### config.mk
export PLATFORM = sky130hd
export DESIGN_NAME = led_mode_sel
export DESIGN_NICKNAME = d
export VERILOG_FILES = /design/src/rtl/led_mode_sel.sv
export SDC_FILE = /design/constraint.sdc
export NUM_CORES = 1
export LEC_CHECK = 0
export ABC_AREA = 1
export CAP_MARGIN = 0
export CORE_ASPECT_RATIO = 1.1
export CORE_MARGIN = 10
export CORE_UTILIZATION = 60
export DETAILED_ROUTE_END_ITERATION = 10
export GPL_TIMING_DRIVEN = 0
export PLACE_DENSITY = 0.8
export SLEW_MARGIN = 20
export SYNTH_ARGS = -nofsm -noshare
export SYNTH_HDL_FRONTEND = slang
export SYNTH_SLANG_ARGS = --single-unit
export TNS_END_PERCENT = 20
### constraint.sdc
create_clock -name clk -period 2.3 [get_ports clk]
set_clock_uncertainty 0.05 [all_clocks]
set_input_delay 0.345 -clock clk [delete_from_list [all_inputs] [get_ports clk]]
set_output_delay 0.345 -clock clk [all_outputs]
set_load 0.02 [all_outputs]
### src/rtl/led_mode_sel.sv
// LED output stage: debounced key steps through four display modes
// (full breath, running breath, all on, all off) driving six LEDs.
//
// Ports:
//   clk       - system clock, rising edge
//   reset     - asynchronous active-high reset
//   key_n     - raw active-low push button, asynchronous, bouncy
//   breath_in - breathing waveform, already at pin polarity
//   led       - registered LED pin drive
//   mode      - current display mode (0 BREATH, 1 RUN, 2 ON, 3 OFF)
module led_mode_sel #(
  parameter int unsigned DEBOUNCE_MAX = 540_000,
  parameter int unsigned STEP_MAX     = 13_500_000,
  parameter logic        LED_OFF      = 1'b1
) (
  input  logic       clk,
  input  logic       reset,
  input  logic       key_n,
  input  logic [5:0] breath_in,
  output logic [5:0] led,
  output logic [1:0] mode
);

  localparam int DW =
    (DEBOUNCE_MAX > 1) ? $clog2(DEBOUNCE_MAX) : 1;
  localparam int SW =
    (STEP_MAX > 1) ? $clog2(STEP_MAX) : 1;

  localparam logic [DW-1:0] DB_LAST =
    DW'(DEBOUNCE_MAX - 1);
  localparam logic [SW-1:0] STEP_LAST =
    SW'(STEP_MAX - 1);

  typedef enum logic [1:0] {
    BREATH = 2'd0,
    RUN    = 2'd1,
    ON     = 2'd2,
    OFF    = 2'd3
  } mode_e;

  logic [1:0]    sync_q;
  logic          stable_q, stable_d;
  logic          stable_prev_q;
  logic [DW-1:0] db_cnt_q, db_cnt_d;
  logic          press;

  mode_e         mode_q, mode_d;
  logic [2:0]    idx_q, idx_d;
  logic [SW-1:0] step_q, step_d;
  logic [5:0]    led_q, led_d;

  // two-flop synchronizer, released level on reset
  always_ff @(posedge clk or posedge reset) begin
    if (reset) begin
      sync_q <= 2'b11;
    end else begin
      sync_q <= {sync_q[0], key_n};
    end
  end

  // counter only advances while the synced key disagrees
  // with the accepted level; any agreement restarts it
  always_comb begin
    db_cnt_d = '0;
    stable_d = stable_q;
    if (sync_q[1] != stable_q) begin
      if (db_cnt_q == DB_LAST) begin
        stable_d = sync_q[1];
      end else begin
        db_cnt_d = db_cnt_q + DW'(1);
      end
    end
  end

  always_ff @(posedge clk or posedge reset) begin
    if (reset) begin
      db_cnt_q      <= '0;
      stable_q      <= 1'b1;
      stable_prev_q <= 1'b1;
    end else begin
      db_cnt_q      <= db_cnt_d;
      stable_q      <= stable_d;
      stable_prev_q <= stable_q;
    end
  end

  // one pulse per accepted press; releases are ignored
  assign press = stable_prev_q & ~stable_q;

  // a press always wins over a step wrap and clears
  // the running position
  always_comb begin
    mode_d = mode_q;
    idx_d  = '0;
    step_d = '0;
    if (press) begin
      unique case (mode_q)
        BREATH: mode_d = RUN;
        RUN:    mode_d = ON;
        ON:     mode_d = OFF;
        OFF:    mode_d = BREATH;
      endcase
    end else if (mode_q == RUN) begin
      if (step_q == STEP_LAST) begin
        idx_d = (idx_q == 3'd5) ? 3'd0
                                : idx_q + 3'd1;
      end else begin
        idx_d  = idx_q;
        step_d = step_q + SW'(1);
      end
    end
  end

  always_ff @(posedge clk or posedge reset) begin
    if (reset) begin
      mode_q <= BREATH;
      idx_q  <= '0;
      step_q <= '0;
    end else begin
      mode_q <= mode_d;
      idx_q  <= idx_d;
      step_q <= step_d;
    end
  end

  always_comb begin
    led_d = {6{LED_OFF}};
    unique case (1'b1)
      (mode_q == BREATH): led_d = breath_in;
      (mode_q == RUN):
        led_d[idx_q] = breath_in[idx_q];
      (mode_q == ON):     led_d = {6{~LED_OFF}};
      (mode_q == OFF):    led_d = {6{LED_OFF}};
    endcase
  end

  always_ff @(posedge clk or posedge reset) begin
    if (reset) begin
      led_q <= {6{LED_OFF}};
    end else begin
      led_q <= led_d;
    end
  end

  assign led  = led_q;
  assign mode = mode_q;

endmodule

==> flow_metrics.env <==
export IMPL_hold_viol=0
export IMPL_ctsResizeCount=0
export IMPL_core_area_um2=5470
export IMPL_clkTransAtPathRegs_ps=70
export IMPL_cts_root_buf="clkbuf_8"
export IMPL_first_global_vias=2883
export IMPL_cts_made_buffers=9
export IMPL_dr_first_iter_drc_count=129
export IMPL_swShare_pct=22.7
export IMPL_switchingPower_uw=490
export IMPL_antenna_found_initial=0
export IMPL_instances_no_fill=571
export IMPL_p_leak_uw=0.00164
export IMPL_multi_input_area_um2=1690
export IMPL_fin_hold_ws_ps=307
export IMPL_crit_family="buffers and inverters"
export IMPL_drtPass1Iterations=4
export IMPL_seqPwrFrac_pct=49.1
export IMPL_r2r_slack_ps=520
export IMPL_powerDensity_nw_per_um2=552
export IMPL_setup_violations=0
export IMPL_grtUsageMet3_pct=5.56
export IMPL_postCtsHoldBufs=0
export IMPL_num_vias=2982
export IMPL_synth_seq_cells=59
export IMPL_outcome="finished, final reports clean"
export IMPL_rsz0062_at_grt="no"
export IMPL_synth_cells=464
export IMPL_start_util_pct=63.0
export IMPL_syn_area_um2=3440
export IMPL_via_per_inst=5.22
export IMPL_max_vdd_ir_drop_v=0.000375
export IMPL_clock_latency_ps=340
export IMPL_ant_nets=0
export IMPL_die_area_um2=9170
export IMPL_grtUsageTotal_pct=17.0
export IMPL_final_core_util_pct=71.6
export IMPL_crit_arrival_ps=1480
export IMPL_dpl_hpwl_um=5300
export IMPL_remaining_drc_errors=0
export IMPL_crit_required_ps=1900
export IMPL_path_class="register to output port"
export IMPL_grt_max_degree=60
export IMPL_hp_class="register to register"
export IMPL_path_buf_inv=1
export IMPL_endpoint_kind="output port"
export IMPL_place_ws_ps=516
export IMPL_path_cells="clkdlybuf4s50_1"
export IMPL_grt_util_met2_pct=27.2
export IMPL_clk_path_buf_depth=2
export IMPL_layout_drive_gt1_share_pct=13.5
export IMPL_met1_usage_pct=21.2
export IMPL_intPower_uw=1670
export IMPL_most_common_layout_cells="116 x nand2_1, 100 x nor2_1, 54 x inv_1"
export IMPL_tightest_slew_ps=699
export IMPL_grt_pass1_wl_um=12900
export IMPL_setup_tns_ps=0
export IMPL_relSlewSlack_pct=53.4
export IMPL_busiest_layer="met2"
export IMPL_place_gp_congestion=0.881
export IMPL_final_common_cell="nand2_1"
export IMPL_pwr_share_clk_pct=47.0
export IMPL_die_h_um=99.5
export IMPL_cts_setup_buffers=0
export IMPL_timing_final_ws_setup_ps=423
export IMPL_io_pin_count=17
export IMPL_cts_tree="built"
export IMPL_antenna_cells=0
export IMPL_finalCriticalPeriod_ps=1880
export IMPL_seq_area_um2=1490
export IMPL_syn_area_per_cell_um2=7.42
export IMPL_wire_per_inst_um=12.7
export IMPL_max_stage_delay_ps=620
export IMPL_combPwrFrac_pct=3.9
export IMPL_final_net_count=506
export IMPL_routed_wl_um=7260
export IMPL_period_share_pct=81.6
export IMPL_startpoint_type="register"
export IMPL_synthDistinctLibCells=32
export IMPL_rows=28
export IMPL_cap_violations=0
export IMPL_overflow=0
export IMPL_yosysWarnings=0
export IMPL_critPathSlowestCell="clkdlybuf4s50_1"
export IMPL_area_growth_pct=13.6
export IMPL_maxSlewViolCount=0
export IMPL_yosysSeqAreaShare_pct=43.2
export IMPL_path_max_fanout=1
export IMPL_synth_nets=479
export IMPL_fmax_mhz=533
export IMPL_fillers=444
export IMPL_cts_sinks=59
export IMPL_io_buffers=16
export IMPL_ctsHtreeMaxLevel=3
export IMPL_chipWidth_um=92.2
export IMPL_dp_cells=555
[cell usage after synthesis]
cell      number  area share (%)
nand2_1      116              13
nor2_1       100              11
inv_1         55             6.0
dfrtp_1       49              36
nand3_1       23             3.3
a21oi_1       13             1.9
nor3_1        12             1.7
dfstp_2       10             7.6
o21ai_0        9             1.3
nand2_2        8             1.5
nand4_1        8             1.5
nor2_2         8             1.5
xor2_1         8             2.0
nor2_4         7             2.3
ha_1           6             2.2
nand3_2        4             1.2
nor3b_1        4            0.87
inv_2          3            0.33
buf_4          2            0.44
buf_6          2            0.65
nand3_4        2             1.0
nand3b_1       2            0.44
nor3_2         2            0.58
o21a_1         2            0.44
xnor2_1        2            0.51
a22oi_1        1            0.22
buf_1          1            0.11
buf_2          1            0.15
nor4_1         1            0.18
o211ai_1       1            0.22
o21bai_1       1            0.22
o21bai_4       1            0.55
[stage by stage]
stage | total power [µW] | instance area (µm²)
final | 2160 | 3910
after global routing | 2220 | 3910
after CTS | 2170 | 3910
after detailed placement | 1170 | 3700
after global placement | 1160 | 3700
after floorplan | 1130 | 3440
[routing by layer]
| metal | part of all wire [%] | vias up |
|---|---|---|
| met5 | 0 | - |
| met4 | 1.6 | 0 |
| met3 | 5.9 | 14 |
| met2 | 47 | 67 |
| met1 | 45 | 1397 |
| li1 | - | 1504 |
[cell families after synthesis]
family,synth area share [%]
adders and majority gates,2.18
xor gates and xnor gates,2.54
DFF,43.2
buffers and inverters,7.67
AOI/OAI and AO/OA,4.83
and+or+nand+nor,39.5
[final timing paths]
path / start / to / depth (start not counted)
max: led[2] / led[2] / 1
min: sync_q[0] / sync_q[1] / 0
max reg2reg: db_cnt_q[0] / db_cnt_q[19] / 8
min reg2reg: sync_q[0] / sync_q[1] / 0
max in group asynchronous: reset / step_q[2] / 2
min in group asynchronous: reset / mode[1] / 2
[state kept, by name (all words and copies together), names as in the netlist]
signal         count
step_q            24
db_cnt_q          20
led                6
idx_q              3
mode               2
sync_q             2
stable_prev_q      1
stable_q           1
[area by class of cell]
class / count / area share (%)
Inverter: 58 / 5.63
Sequential cell: 59 / 38.1
Buffer: 6 / 1.18
Clock buffer: 12 / 4.22
Clock inverter: 4 / 1.22
Tap cell: 75 / 2.40
Timing Repair Buffer: 16 / 4.09
Multi-Input combinational cell: 341 / 43.2
[power by group through the flow]
stage               Sequential [µW]  Clock (µW)  Combinational [µW]
floorplan                      1090           0                39.3
global placement               1080           0                84.7
detailed placement             1080           0                86.4
CTS                            1060        1020                86.7
global route                   1060        1070                95.3
finish                         1060        1020                83.9
Note: power is estimated with default switching activity, not from simulation.
